### config.mk
export PLATFORM = sky130hd
export DESIGN_NAME = speck_round_ctrl_flat
export DESIGN_NICKNAME = d
export VERILOG_FILES = /design/src/rtl/speck_pkg.sv /design/src/rtl/speck_round_ctrl_if.sv /design/src/rtl/speck_key_sched.sv /design/src/rtl/speck_round_ctrl.sv /design/src/flat_wrapper.sv
export SDC_FILE = /design/constraint.sdc
export NUM_CORES = 1
export LEC_CHECK = 0
export BUFFER_PORTS_ARGS = -buffer_cell sky130_fd_sc_hd__buf_2
export CAP_MARGIN = 40
export CORE_AREA = 2 2 281 283
export CTS_CLUSTER_SIZE = 16
export DETAILED_ROUTE_END_ITERATION = 6
export DIE_AREA = 0 0 283 285
export MAX_ROUTING_LAYER = met4
export PLACE_DENSITY = 0.48
export RECOVER_POWER = 25
export SYNTH_ARGS = -nofsm -noshare
export SYNTH_HDL_FRONTEND = slang
export SYNTH_SLANG_ARGS = --single-unit
### constraint.sdc
create_clock -name clk -period 2.8 [get_ports clk]
set_input_delay 0.56 -clock clk [delete_from_list [all_inputs] [get_ports clk]]
set_output_delay 0.56 -clock clk [all_outputs]
set_load 0.01 [all_outputs]
### src/rtl/speck_pkg.sv
// speck_pkg: shared widths, rotation amounts, controller states
// and 64-bit rotate helpers for the SPECK128/128 datapath.
package speck_pkg;

  localparam int WORD_W    = 64;
  localparam int BLOCK_W   = 128;
  localparam int ROT_ALPHA = 8;
  localparam int ROT_BETA  = 3;

  typedef enum logic [2:0] {
    ST_SETTLE,
    ST_IDLE,
    ST_START,
    ST_WAIT,
    ST_NEXT,
    ST_DONE
  } ctrl_st_e;

  function automatic logic [WORD_W-1:0] ror64(
    input logic [WORD_W-1:0] v,
    input int                n
  );
    return (v >> n) | (v << (WORD_W - n));
  endfunction

  function automatic logic [WORD_W-1:0] rol64(
    input logic [WORD_W-1:0] v,
    input int                n
  );
    return (v << n) | (v >> (WORD_W - n));
  endfunction

endpackage

### src/rtl/speck_round_ctrl_if.sv
// speck_round_ctrl_if: block-in / ciphertext-out valid/ready bundle
// between the cipher wrapper (master) and the round controller (slave).
interface speck_round_ctrl_if;

  logic                         in_valid;
  logic                         in_ready;
  logic [speck_pkg::BLOCK_W-1:0] key;
  logic [speck_pkg::BLOCK_W-1:0] plaintext;
  logic                         out_valid;
  logic                         out_ready;
  logic [speck_pkg::BLOCK_W-1:0] ciphertext;

  modport master (
    output in_valid, key, plaintext, out_ready,
    input  in_ready, out_valid, ciphertext
  );

  modport slave (
    input  in_valid, key, plaintext, out_ready,
    output in_ready, out_valid, ciphertext
  );

endinterface

### src/rtl/speck_key_sched.sv
// speck_key_sched: one combinational SPECK key-schedule step,
// (k, l, i) -> (k', l'), all arithmetic mod 2^64.
module speck_key_sched
  import speck_pkg::*;
#(
  parameter int IW = 5
) (
  input  logic [WORD_W-1:0] i_k,
  input  logic [WORD_W-1:0] i_l,
  input  logic [IW-1:0]     i_i,
  output logic [WORD_W-1:0] o_k,
  output logic [WORD_W-1:0] o_l
);

  logic [WORD_W-1:0] w_l;

  assign w_l = (i_k + ror64(i_l, ROT_ALPHA)) ^ WORD_W'(i_i);
  assign o_l = w_l;
  assign o_k = rol64(i_k, ROT_BETA) ^ w_l;

endmodule

### src/rtl/speck_round_ctrl.sv
// speck_round_ctrl: sequences NUM_ROUNDS calls of a shared round unit.
// Optional WAIT watchdog: define SPECK_ROUND_TIMEOUT_EN.
module speck_round_ctrl
  import speck_pkg::*;
#(
  parameter int NUM_ROUNDS     = 32,
  parameter int SETTLE_CYCLES  = 8,
  parameter int TIMEOUT_CYCLES = 16
) (
  input  logic               clk,
  input  logic               rst_n,
  speck_round_ctrl_if.slave  bus,
  output logic               rnd_start,
  output logic [WORD_W-1:0]  rnd_subkey,
  output logic [BLOCK_W-1:0] rnd_plaintext,
  input  logic [BLOCK_W-1:0] rnd_ciphertext,
  input  logic               rnd_finished,
  output logic               busy,
  output logic               err
);

  localparam int IW   = $clog2(NUM_ROUNDS);
  localparam int CMAX = (SETTLE_CYCLES > TIMEOUT_CYCLES)
                      ? SETTLE_CYCLES : TIMEOUT_CYCLES;
  localparam int CW   = $clog2(CMAX + 1);

  localparam logic [IW-1:0] LAST_I = IW'(NUM_ROUNDS - 1);
  localparam logic [CW-1:0] LAST_S = CW'(SETTLE_CYCLES - 1);
`ifdef SPECK_ROUND_TIMEOUT_EN
  localparam logic [CW-1:0] LAST_T = CW'(TIMEOUT_CYCLES - 1);
`endif

  ctrl_st_e           r_st;
  logic [CW-1:0]      r_cnt;
  logic [IW-1:0]      r_i;
  logic [WORD_W-1:0]  r_k;
  logic [WORD_W-1:0]  r_l;
  logic [BLOCK_W-1:0] r_blk;
  logic [BLOCK_W-1:0] r_ct;
  logic               r_in_ready;
  logic               r_out_valid;
  logic               r_start;
  logic               r_busy;
  logic               r_err;
  logic [WORD_W-1:0]  w_k_nxt;
  logic [WORD_W-1:0]  w_l_nxt;

  speck_key_sched #(
    .IW (IW)
  ) u_ks (
    .i_k (r_k),
    .i_l (r_l),
    .i_i (r_i),
    .o_k (w_k_nxt),
    .o_l (w_l_nxt)
  );

  // Controller FSM; r_cnt serves SETTLE and the WAIT watchdog.
  always_ff @(posedge clk or negedge rst_n) begin
    if (!rst_n) begin
      r_st        <= ST_SETTLE;
      r_cnt       <= '0;
      r_i         <= '0;
      r_k         <= '0;
      r_l         <= '0;
      r_blk       <= '0;
      r_ct        <= '0;
      r_in_ready  <= 1'b0;
      r_out_valid <= 1'b0;
      r_start     <= 1'b0;
      r_busy      <= 1'b0;
      r_err       <= 1'b0;
    end else begin
      r_start <= 1'b0;
      unique case (r_st)
        ST_SETTLE: begin
          if (r_cnt == LAST_S) begin
            r_st       <= ST_IDLE;
            r_in_ready <= 1'b1;
          end else begin
            r_cnt <= r_cnt + 1'b1;
          end
        end
        ST_IDLE: begin
          if (bus.in_valid && r_in_ready) begin
            r_blk      <= bus.plaintext;
            r_k        <= bus.key[WORD_W-1:0];
            r_l        <= bus.key[BLOCK_W-1:WORD_W];
            r_i        <= '0;
            r_in_ready <= 1'b0;
            r_busy     <= 1'b1;
            r_start    <= 1'b1;
            r_st       <= ST_START;
          end
        end
        ST_START: begin
          r_cnt <= '0;
          r_st  <= ST_WAIT;
        end
        ST_WAIT: begin
          if (rnd_finished) begin
            r_blk <= rnd_ciphertext;
            r_st  <= ST_NEXT;
          end
`ifdef SPECK_ROUND_TIMEOUT_EN
          else if (r_cnt == LAST_T) begin
            r_err  <= 1'b1;
            r_busy <= 1'b0;
            r_cnt  <= '0;
            r_st   <= ST_SETTLE;
          end else begin
            r_cnt <= r_cnt + 1'b1;
          end
`endif
        end
        ST_NEXT: begin
          r_k <= w_k_nxt;
          r_l <= w_l_nxt;
          if (r_i == LAST_I) begin
            r_ct        <= r_blk;
            r_out_valid <= 1'b1;
            r_st        <= ST_DONE;
          end else begin
            r_i     <= r_i + 1'b1;
            r_start <= 1'b1;
            r_st    <= ST_START;
          end
        end
        ST_DONE: begin
          if (bus.out_ready) begin
            r_out_valid <= 1'b0;
            r_busy      <= 1'b0;
            r_in_ready  <= 1'b1;
            r_st        <= ST_IDLE;
          end
        end
        default: r_st <= ST_SETTLE;
      endcase
    end
  end

  assign bus.in_ready   = r_in_ready;
  assign bus.out_valid  = r_out_valid;
  assign bus.ciphertext = r_ct;
  assign rnd_start      = r_start;
  assign rnd_subkey     = r_k;
  assign rnd_plaintext  = r_blk;
  assign busy           = r_busy;
`ifdef SPECK_ROUND_TIMEOUT_EN
  assign err = r_err;
`else
  assign err = 1'b0;
  logic w_unused;
  assign w_unused = r_err;
`endif

endmodule

### src/flat_wrapper.sv
// flat-port wrapper written by rule: the top's interface ports become plain ports
module speck_round_ctrl_flat import speck_pkg::*;
#(
  parameter int NUM_ROUNDS     = 32,
  parameter int SETTLE_CYCLES  = 8,
  parameter int TIMEOUT_CYCLES = 16
)
  (clk, rst_n, rnd_start, rnd_subkey, rnd_plaintext, rnd_ciphertext, rnd_finished, busy, err, bus_in_valid, bus_key, bus_plaintext, bus_out_ready, bus_in_ready, bus_out_valid, bus_ciphertext);
  speck_round_ctrl_if bus_i ();
  input  logic clk;
  input  logic rst_n;
  output logic rnd_start;
  output logic [WORD_W-1:0] rnd_subkey;
  output logic [BLOCK_W-1:0] rnd_plaintext;
  input  logic [BLOCK_W-1:0] rnd_ciphertext;
  input  logic rnd_finished;
  output logic busy;
  output logic err;
  input wire logic [$bits(bus_i.in_valid)-1:0] bus_in_valid;
  input wire logic [$bits(bus_i.key)-1:0] bus_key;
  input wire logic [$bits(bus_i.plaintext)-1:0] bus_plaintext;
  input wire logic [$bits(bus_i.out_ready)-1:0] bus_out_ready;
  output wire logic [$bits(bus_i.in_ready)-1:0] bus_in_ready;
  output wire logic [$bits(bus_i.out_valid)-1:0] bus_out_valid;
  output wire logic [$bits(bus_i.ciphertext)-1:0] bus_ciphertext;
  assign bus_i.in_valid = bus_in_valid;
  assign bus_i.key = bus_key;
  assign bus_i.plaintext = bus_plaintext;
  assign bus_i.out_ready = bus_out_ready;
  assign bus_in_ready = bus_i.in_ready;
  assign bus_out_valid = bus_i.out_valid;
  assign bus_ciphertext = bus_i.ciphertext;
  speck_round_ctrl #(.NUM_ROUNDS(NUM_ROUNDS), .SETTLE_CYCLES(SETTLE_CYCLES), .TIMEOUT_CYCLES(TIMEOUT_CYCLES)) u_core (.clk(clk), .rst_n(rst_n), .bus(bus_i), .rnd_start(rnd_start), .rnd_subkey(rnd_subkey), .rnd_plaintext(rnd_plaintext), .rnd_ciphertext(rnd_ciphertext), .rnd_finished(rnd_finished), .busy(busy), .err(err));
endmodule
==> flow_metrics.tcl, run 1 <==
set metrics [dict create \
    worstPathArrival_ps 3610 \
    crit_chain "ha_1 > a21o_1 > a21o_1 > a21oi_2 > o31ai_4 > a221oi_2 > buf_4 > o311ai_4 > a2111o_1 > a21o_1 > o311ai_2 > xor2_1 > o21ai_1" \
    synthTopCellsByCount "dfrtp_1, a21oi_1, nor2_1" \
    cellLeakagePower_nw 16.1 \
    crit_slowest_cell "a2111o_1" \
    finalSetupViolations 72 \
    syn_nets 2456 \
    fillers 7757 \
    syn_to_final_growth_pct 51.3 \
    synth.area.top_cells "dfrtp_1, mux2_2, mux2i_1, a21oi_1, a22oi_1" \
    grt.total_usage_pct 23.0 \
    synth_top_cell_area_share_pct 48.1 \
    startpoint_type "register" \
    cts-root-buf "clkbuf_16" \
    crit_type "register to register" \
    grt_max_degree 75 \
    seq_area_frac_synth_pct 48.1 \
    gp_congestion 0.905 \
    seq_area_sq_um 10000 \
    r2r_end "u_core.rnd_subkey[39]" \
    violations "capacitance limit, slew limit, setup timing" \
    wl_um 93400 \
    r2r_cells 13 \
    drc 0 \
    cpPeakStageDelay_ps 500 \
    yosys.area.top_type "dfrtp_1" \
    synth_most_common_cell "dfrtp_1" \
    start_util_pct 26.7 \
    crit_required_ps 3260 \
    drv_cap 1 \
    drv_slew 59 \
    yosysUniqueCellTypes 70 \
    setup_ws_ps -347 \
    hold_class "input pin to register" \
    cts.sinks 401 \
    relSlewSlack_pct -32.3 \
    cp_common_cell "a21o_1" \
    finClkSkew_ps 26.6 \
    vias_per_cell 4.83 \
    vias 19900 \
    worstMarginPinSlew_ps 1980 \
    avgSynthCellArea_sq_um 10.4 \
    synth_edf_count 0 \
    std_cell_rows 103 \
    critPathLaunch "u_core.r_l[9]" \
    status "finished, violations left" \
    ys.flop_type "dfrtp_1" \
    wl_per_cell_um 22.7 \
    drive_gt1_share_pct 48.9 \
    drt_iter0_markers 1081 \
    utilization_pct 40.5 \
    synth-async-reset-ratio_pct 100 \
    coreArea_sq_um 78000 \
    cts-buffers-inserted 48 \
    r2r_slack_ps -350 \
    first_pass_iters 6 \
    fin_total_pwr_mw 47.9 \
    antenna_left 0 \
    antenna_found_initial 20 \
    cp_max_fo 3 \
    syn-cell-area_sq_um 20800 \
    post-place-ws_ps -548 \
    fmax_mhz 318 \
    cts_tree "yes" \
    dp_hpwl_um 74200 \
    finalHoldViolations 0 \
    min_period_over_period_pct 112 \
    dieArea_sq_um 80700 \
    clock_latency_ps 610 \
    crit_path_end "u_core.rnd_subkey[39]" \
    first_global_vias 20900 \
    grt_pass1_wl_um 136000 \
    port_buffers 712 \
    die_y_um 285 \
    dieWidth_um 283 \
    synth-seq-cells 401 \
    peakVddDrop_mv 0.575 \
    post-route-min-period_ps 3150 \
    nets 3473 \
    cts_max_level 2 \
    boundaryPins 714 \
    multiInputGateArea_sq_um 11700 \
    ys.warnings.count 0 \
    crit-reg2reg-launch "u_core.r_l[9]" \
    grt_overflow 0 \
    clockBufferDepth 3 \
    clkSlewWorstSetupHoldPaths_ps 60 \
    powerDensity_nw_per_um2 1520 \
    rsz0062_at_grt "yes" \
    cp-end-kind "register" \
    synth_cells 2000 \
]
==> critical path, delay by kind of cell (launching register included) <==
family,cells,cell delay [ps]
xor+xnor,1,220
compound gates,10,1930
fa+ha+maj,1,290
buf+inv,1,180
flops,1,420
==> per-layer routing <==
metal	GRT usage, %	share of wire (%)	vias up	wire, um
met2	39.8	50	655	46800
li1	-	-	9268	-
met4	8.38	4.3	0	3990
met1	25.7	39	9817	36500
met5	-	0	-	0
met3	5.62	6.6	149	6190
==> flip-flops by register name, summed over array words and instances, names as in the netlist <==
signal and count:
u_core.bus.ciphertext 128, u_core.bus.in_ready 1, u_core.bus.out_valid 1, u_core.busy 1, u_core.r_cnt 5, u_core.r_i 5
u_core.r_l 64, u_core.r_st 3, u_core.rnd_plaintext 128, u_core.rnd_start 1, u_core.rnd_subkey 64
==> logic make-up after synthesis <==
logic type	after synthesis	share of synthesized area, %
adder cells (fa/ha/maj)	67	4.06
AND/OR/NAND/NOR	391	8.13
flip-flops	401	48.1
multiplexers	258	13.2
buffers and inverters	148	2.74
XOR/XNOR	137	5.97
AO/OA/AOI/OAI	597	17.8
other	1	0.0180
==> stage by stage <==
step	hold WS [ps]	instance area (sq um)	setup TNS, ps	std cells
after global routing	184	31500	-33190	4120
after CTS	158	31100	-10740	4099
after floorplan	264	21000	-863	2000
after global placement	486	28200	-20980	3988
after detailed placement	490	28200	-24300	3988
final	192	31600	-10170	4121
==> power by group <==
| part | switching (mW) | leakage [nW] | internal [mW] | total [mW] |
|---|---|---|---|---|
| combinational | 16.5 | 10.4 | 15.2 | 31.8 |
| sequential | 1.87 | 4.97 | 7.77 | 9.64 |
| clock | 2.71 | 0.808 | 3.81 | 6.52 |
==> final cells by class <==
type	instances	area share (%)
Antenna cell	15	0.119
Clock buffer	69	4.47
Clock inverter	20	0.750
Inverter	25	0.297
Multi-Input combinational cell	1451	37.1
Sequential cell	401	31.8
Tap cell	1050	4.16
Timing Repair Buffer	1090	21.3
==> cell usage in the layout, fill, tap and decap left out, types with 20 or more instances in the layout <==
| cell type | count |
|---|---|
| xnor2_2 | 20 |
| o21ai_0 | 60 |
| a22oi_1 | 124 |
| ha_4 | 21 |
| inv_1 | 23 |
| o21ai_1 | 63 |
| nand2_1 | 94 |
| xor2_1 | 50 |
| a21oi_1 | 187 |
| ha_1 | 43 |
| clkbuf_16 | 48 |
| mux2_2 | 129 |
| nor2_1 | 179 |
| buf_4 | 314 |
| buf_2 | 712 |
| mux2i_1 | 129 |
| buf_6 | 40 |
| xnor2_1 | 38 |
| a21o_1 | 31 |
| dfrtp_1 | 400 |
==> what timing repair did <==
action,CTS,global route
pin swaps,103,95
hold buffers,1,0
resized for setup,205,123
buffers inserted,26,23
cloned,0,0
endpoints found under the hold margin,45,0
endpoints found under the setup margin,87,89
==> how the worst min path moves through the flow <==
stage	from	end	slack, ps	cells after the start
2_1_floorplan	rst_n	u_core.bus.ciphertext[0]	260	0
3_3_place_gp	u_core.r_l[13]	u_core.r_l[13]	490	2
3_5_place_dp	u_core.bus.ciphertext[88]	u_core.bus.ciphertext[88]	490	1
4_1_cts	bus_key[111]	u_core.r_l[47]	160	3
5_1_grt	bus_key[119]	u_core.r_l[55]	180	3
6_report	bus_key[109]	u_core.r_l[45]	190	3
Note: power is estimated with default switching activity, not from simulation.
==> inputs of run 2 (changes only) <==
clock period = 2.56 ns   (was 2.8 ns; I/O delays follow)
==> run 2 against run 1 <==
  * The run ends with setup timing left
  * Flip-flop and latch count unchanged
  * Clock skew increased by 3.9 ps
  * Cell count grew 1.6%
  * Die area unchanged
  * Largest cell class unchanged
  * Highest routed layer unchanged
==> flow_metrics.tcl, run 2 (same netlist as run 1, synthesis figures left out) <==
set metrics [dict create \
    whs_ps 153 \
    placed_cell_area_sq_um 28700 \
    antenna_found_initial 31 \
    hold_class "input pin to register" \
    antenna_left 0 \
    cts_max_level 2 \
    finClkSkew_ps 30.5 \
    first_pass_iters 5 \
    p_sw_mw 23.7 \
    relSlewSlack_pct 16.8 \
    finalHoldViolations 0 \
    cp_max_fo 3 \
    p_sw_share_pct 43.1 \
    cts_tree "yes" \
    wl_per_cell_um 22.8 \
    gp_congestion 0.955 \
    std_cell_rows 103 \
    syn_to_final_growth_pct 55.7 \
    met3_usage_pct 5.14 \
    grt.total_usage_pct 23.4 \
    boundaryPins 714 \
    crit_required_ps 3010 \
    grt_max_degree 109 \
    drt_iter0_markers 1007 \
    port_buffers 712 \
    crit_type "register to register" \
    worstHoldStart "bus_key[65]" \
    crit-reg2reg-launch "u_core.r_l[8]" \
    seq_area_sq_um 10000 \
    crit_family "compound AO/OA/AOI/OAI gates" \
    hold_path_depth 2 \
    cpPeakStageDelay_ps 360 \
    met2_usage_pct 40.5 \
    drive_gt1_share_pct 50.7 \
    status "finished, violations left" \
    wl_um 95600 \
    dp_hpwl_um 75500 \
    grt_pass1_wl_um 138000 \
    vias 20200 \
    clkSlewWorstSetupHoldPaths_ps 60 \
    drv_slew 0 \
    coreArea_sq_um 78000 \
    r2r_cells 15 \
    pwr-share-comb_pct 67.2 \
    violations "setup timing" \
    die_y_um 285 \
    vias_per_cell 4.82 \
    first_global_vias 20700 \
    crit_chain "ha_2 > inv_2 > fa_2 > nor2b_4 > o2111ai_4 > a21oi_2 > a211oi_4 > a2111oi_4 > buf_4 > o21a_4 > a41oi_4 > o221ai_2 > xor2_1 > xnor2_1 > o21ai_1" \
    cellLeakagePower_nw 16.6 \
    dieArea_sq_um 80700 \
    layout.cells.most_common "buf_2" \
    dieWidth_um 283 \
    rsz0062_at_grt "yes" \
    path_buf_inv 2 \
    cp-end-kind "register" \
    cts-root-buf "clkbuf_16" \
    multiInputGateArea_sq_um 12000 \
    min_period_over_period_pct 124 \
    clockBufferDepth 3 \
    whs_endpoint "u_core.r_l[1]" \
    finalSetupViolations 93 \
    drc 0 \
    cts-buffers-inserted 49 \
    drv_cap 0 \
    crit_slowest_cell "fa_2" \
    p_seq_share_pct 19.3 \
    post-route-min-period_ps 3170 \
    r2r_slack_ps -610 \
    setup_ws_ps -606 \
    start_util_pct 26.7 \
    fillers 7741 \
    worstMarginPinSlew_ps 1250 \
    p_int_mw 31.3 \
    worstPathArrival_ps 3620 \
    fmax_mhz 316 \
    stdcell_area_sq_um 32500 \
    grt_overflow 0 \
    peakVddDrop_mv 0.738 \
    nets 3537 \
    final_cell_mix "buf_2, dfrtp_1, buf_4, a21oi_1, nor2_1" \
    met1_usage_pct 27.0 \
    r2r_end "u_core.rnd_subkey[58]" \
    powerDensity_nw_per_um2 1700 \
    clock_latency_ps 600 \
    top_usage_layer "met2" \
    cts.sinks 401 \
    startpoint_type "register" \
    clockPowerShare_pct 13.6 \
]
-- run 2: cell count changes in the layout (fill, tap and decap cells not counted), moves of 4 or more --
| cell | before | now |
|---|---|---|
| a21oi_1 | 187 | 180 |
| a21oi_4 | 5 | 10 |
| buf_4 | 314 | 368 |
| buf_6 | 40 | 53 |
| clkbuf_1 | 9 | 15 |
| ha_1 | 43 | 37 |
| ha_4 | 21 | 26 |
| nor2_1 | 179 | 173 |
| nor2_2 | 1 | 6 |
| o21ai_0 | 60 | 56 |
| xnor2_4 | 8 | 12 |
-- run 2: what timing repair did --
item	4_1_cts	5_1_grt
resized for setup	149	199
pin swaps	64	132
buffers inserted	15	34
endpoints found under the setup margin	97	102
hold buffers	1	0
gates cloned	0	0
endpoints found under the hold margin	33	0
-- run 2: final cells by class --
class                   count  share of cell area (%)
multi-input cells        1451                    37.0
clock inverters            16                   0.821
flip-flops and latches    401                    30.9
inverters                  25                   0.289
well taps                1050                    4.05
diodes                     17                   0.131
repair buffers           1153                    22.3
clock buffers              74                    4.47
-- run 2: power by group through the flow --
| stage | sequential [mW] | combinational [mW] | clock (mW) |
|---|---|---|---|
| detailed placement | 10.5 | 30.7 | 0 |
| global placement | 10.5 | 30.6 | 0 |
| finish | 10.6 | 37.0 | 7.48 |
| global route | 10.9 | 39.7 | 7.93 |
| floorplan | 10.8 | 14.9 | 0 |
| CTS | 10.5 | 33.6 | 7.70 |
-- run 2: metrics by stage --
step	setup WS, ps	utilization [%]	cells	power [mW]	TNS (ps)
floorplan	-436	-	2000	25.7	-8260
global placement	-756	36.9	4041	41.1	-45470
detailed placement	-715	36.9	4041	41.2	-45470
CTS	-681	40.2	4142	51.8	-38620
global route	-757	41.6	4186	58.5	-45860
finish	-606	41.6	4187	55.1	-32690
-- run 2: worst reg2reg max path: stages, from the launching register on --
cell	delay (ps)
dfrtp_1	350
ha_2	190
inv_2	40
fa_2	360
nor2b_4	160
o2111ai_4	170
a21oi_2	230
a211oi_4	70
a2111oi_4	320
buf_4	200
o21a_4	140
a41oi_4	140
o221ai_2	200
xor2_1	240
xnor2_1	150
o21ai_1	70
-- run 2: worst max-delay path by stage --
stage	from	end	slack, ps	cells after the start
6_report	u_core.r_l[8]	u_core.rnd_subkey[58]	-610	15
3_5_place_dp	u_core.r_l[39]	u_core.rnd_subkey[59]	-710	14
5_1_grt	u_core.r_l[8]	u_core.rnd_subkey[58]	-760	15
3_3_place_gp	u_core.r_l[39]	u_core.rnd_subkey[47]	-760	14
2_1_floorplan	u_core.rnd_subkey[11]	u_core.rnd_subkey[58]	-440	12
4_1_cts	u_core.r_l[8]	u_core.r_l[58]	-680	16
-- run 2: per-layer routing --
layer	part of all wire, %	up-vias
li1	-	9400
met1	40	9988
met2	51	637
met3	6.0	142
met4	3.8	0
met5	0	-
==> inputs of run 3 (changes only) <==
CORE_AREA = 2 2 275 277   (was 2 2 281 283)
CTS_CLUSTER_DIAMETER = 120   (was default)
DIE_AREA = 0 0 277 279   (was 0 0 283 285)
PLACE_DENSITY = 0.53   (was 0.48)
SETUP_SLACK_MARGIN = 0.1   (was default)
SYNTH_HIERARCHICAL = 1   (was default)
==> run 3 against run 2 <==
  * The run still ends with setup timing left
  * Sequential share of layout area decreased by 0.26 points
  * Count of clock-buffer cells in the layout decreased by 43
  * Worst hold slack improved by 66 ps
  * Cell count decreased by 0.48%
  * Largest cell class unchanged
==> flow_metrics.tcl, run 3 <==
set metrics [dict create \
    finalHoldViolations 0 \
    synth-async-reset-ratio_pct 100 \
    ys.warnings.count 6 \
    vias 21500 \
    setup_ws_ps -481 \
    clock_latency_ps 600 \
    cts-buffers-inserted 29 \
    die_y_um 279 \
    crit_required_ps 3050 \
    yosys.area.top_type "dfrtp_1" \
    boundaryPins 714 \
    wl_um 103000 \
    violations "setup timing" \
    syn-cell-area_sq_um 23000 \
    gp_congestion 0.980 \
    wl_per_cell_um 24.7 \
    antenna_found_initial 40 \
    grt.total_usage_pct 26.3 \
    clkSlewWorstSetupHoldPaths_ps 90 \
    finalSetupViolations 94 \
    coreArea_sq_um 74100 \
    fmax_mhz 329 \
    utilization_pct 44.2 \
    synth-seq-cells 401 \
    crit_type "register to register" \
    syn_nets 2658 \
    drt_iter0_markers 1093 \
    cp_common_cell "buf_4" \
    cp-end-kind "register" \
    grt_overflow 0 \
    worstPathArrival_ps 3540 \
    crit_chain "ha_2 > inv_2 > fa_2 > nor2b_2 > o2111ai_2 > a21boi_2 > o2111ai_4 > buf_4 > a21oi_2 > a211oi_2 > buf_4 > o21ai_4 > xor3_1 > nor2_1 > a21oi_1" \
    yosysUniqueCellTypes 79 \
    drv_cap 0 \
    rsz0062_at_grt "yes" \
    hold_class "input pin to register" \
    vias_per_cell 5.16 \
    setup_tns_ps -24500 \
    drv_slew 0 \
    synthTopCellsByCount "dfrtp_1, mux2_2, a21oi_1" \
    relSlewSlack_pct 13.0 \
    start_util_pct 31.0 \
    powerDensity_nw_per_um2 1560 \
    cpPeakStageDelay_ps 370 \
    path_buf_inv 3 \
    post-route-min-period_ps 3040 \
    syn_to_final_growth_pct 42.5 \
    seq_area_frac_synth_pct 43.7 \
    synth.area.top_cells "dfrtp_1, mux2_2, a21oi_1, a31oi_1, ha_1" \
    synth_cells 2201 \
    startpoint_type "register" \
    drive_gt1_share_pct 54.9 \
    grt_pass1_wl_um 148000 \
    layoutNonFillerInstCount 4167 \
    worstMarginPinSlew_ps 1310 \
    first_global_vias 22400 \
    avgSynthCellArea_sq_um 10.4 \
    synth_most_common_cell "dfrtp_1" \
    cp_max_fo 3 \
    cts_max_level 1 \
    crit_slowest_cell "dfrtp_1" \
    min_period_over_period_pct 119 \
    ys.flop_type "dfrtp_1" \
    antenna_left 0 \
    port_buffers 712 \
    layout.cells.most_common "buf_2" \
    cts.sinks 401 \
    finClkSkew_ps 14.8 \
    first_pass_iters 5 \
    cts_tree "yes" \
    grt_max_degree 130 \
    cellLeakagePower_nw 15.7 \
    synth_edf_count 0 \
    peakVddDrop_mv 0.553 \
    synth_top_cell_area_share_pct 43.7 \
    crit_family "compound AO/OA/AOI/OAI gates" \
    dp_hpwl_um 81500 \
    nets 3634 \
    dieWidth_um 277 \
    fin_total_pwr_mw 51.1 \
    std_cell_rows 100 \
    clockBufferDepth 3 \
    status "finished, violations left" \
    dp_cells 4076 \
    cts-root-buf "clkbuf_16" \
    final_cell_mix "buf_2, dfrtp_1, mux2_2, buf_4, a21oi_1" \
    dieArea_sq_um 77300 \
    drc 0 \
]
-- run 3: changes by cell type after synthesis, moves of 12 or more --
cell / before / now
o21ai_0: 133 / 165
nand4_1: 19 / 31
a22oi_1: 124 / 2
mux2_2: 129 / 365
mux2i_1: 129 / 4
buf_2: 9 / 37
nand2_1: 112 / 68
xnor2_1: 66 / 51
mux2_1: 0 / 20
buf_4: 1 / 23
a31oi_1: 8 / 136
-- run 3: worst reg2reg max path, stage by stage (launching register included) --
cell and delay (ps):
dfrtp_1 370, ha_2 200, inv_2 40, fa_2 340
nor2b_2 160, o2111ai_2 150, a21boi_2 280, o2111ai_4 210
buf_4 200, a21oi_2 150, a211oi_2 90, buf_4 160
o21ai_4 160, xor3_1 250, nor2_1 140, a21oi_1 50
-- run 3: what timing repair did --
item	CTS	global route
buffers inserted	19	26
setup endpoints to repair	105	106
hold buffers	1	0
pin swaps	67	98
gates resized for setup	134	129
hold endpoints to repair	29	0
-- run 3: cell families after synthesis --
logic type               Yosys count  synth area share [%]
AO/OA/AOI/OAI                    653                  16.8
multiplexers                     389                  19.1
flip-flops                       401                  43.7
AND/OR/NAND/NOR                  353                  7.08
buffers and inverters            199                  3.86
adder cells (fa/ha/maj)           68                  3.74
XOR/XNOR                         137                  5.78
other                              1                0.0163
-- run 3: report_power, final --
group,internal (mW),leakage (nW),switching (mW)
registers,8.55,5.07,2.11
logic,17.6,10.3,18.4
clock network,2.02,0.368,2.43
total,28.2,15.7,22.9
-- run 3: worst paths after layout --
| kind | from | endpoint | slack, ps | depth (start not counted) |
|---|---|---|---|---|
| worst max-delay path | u_core/r_l[8] | u_core/rnd_subkey[42] | -480 | 15 |
| worst min-delay path | bus_key[109] | u_core/r_l[45] | 220 | 3 |
| worst max register to register | u_core/r_l[8] | u_core/rnd_subkey[42] | -480 | 15 |
| worst min register to register | u_core/busy | u_core/busy | 480 | 2 |
| max in group asynchronous | rst_n | u_core/bus.ciphertext[32] | 260 | 3 |
| min in group asynchronous | rst_n | u_core/r_l[16] | 720 | 2 |
-- run 3: per-layer routing --
metal | vias up | global-route usage, % | part of all wire (%)
met1 | 10700 | 30.8 | 40
li1 | 9966 | - | -
met5 | - | - | 0
met4 | 0 | 6.90 | 3.2
met2 | 650 | 46.9 | 52
met3 | 138 | 4.29 | 5.7
-- run 3: metrics by stage --
step           setup slack, ps  cell area [sq um]  hold WS, ps
6_report                  -481              32700          219
4_1_cts                   -446              32000          183
3_5_place_dp              -530              30300          473
3_3_place_gp              -542              30300          460
2_1_floorplan             -279              23300          216
5_1_grt                   -592              32700          194
-- run 3: cell type report --
cell class | instances | area [sq um]
fillers | 7165 | 41300
flip-flops and latches | 401 | 10000
multi-input cells | 1601 | 13700
inverters | 25 | 93.8
well taps | 969 | 1210
clock buffers | 31 | 733
clock inverters | 3 | 21.3
diodes | 18 | 45.0
repair buffers | 1119 | 6920
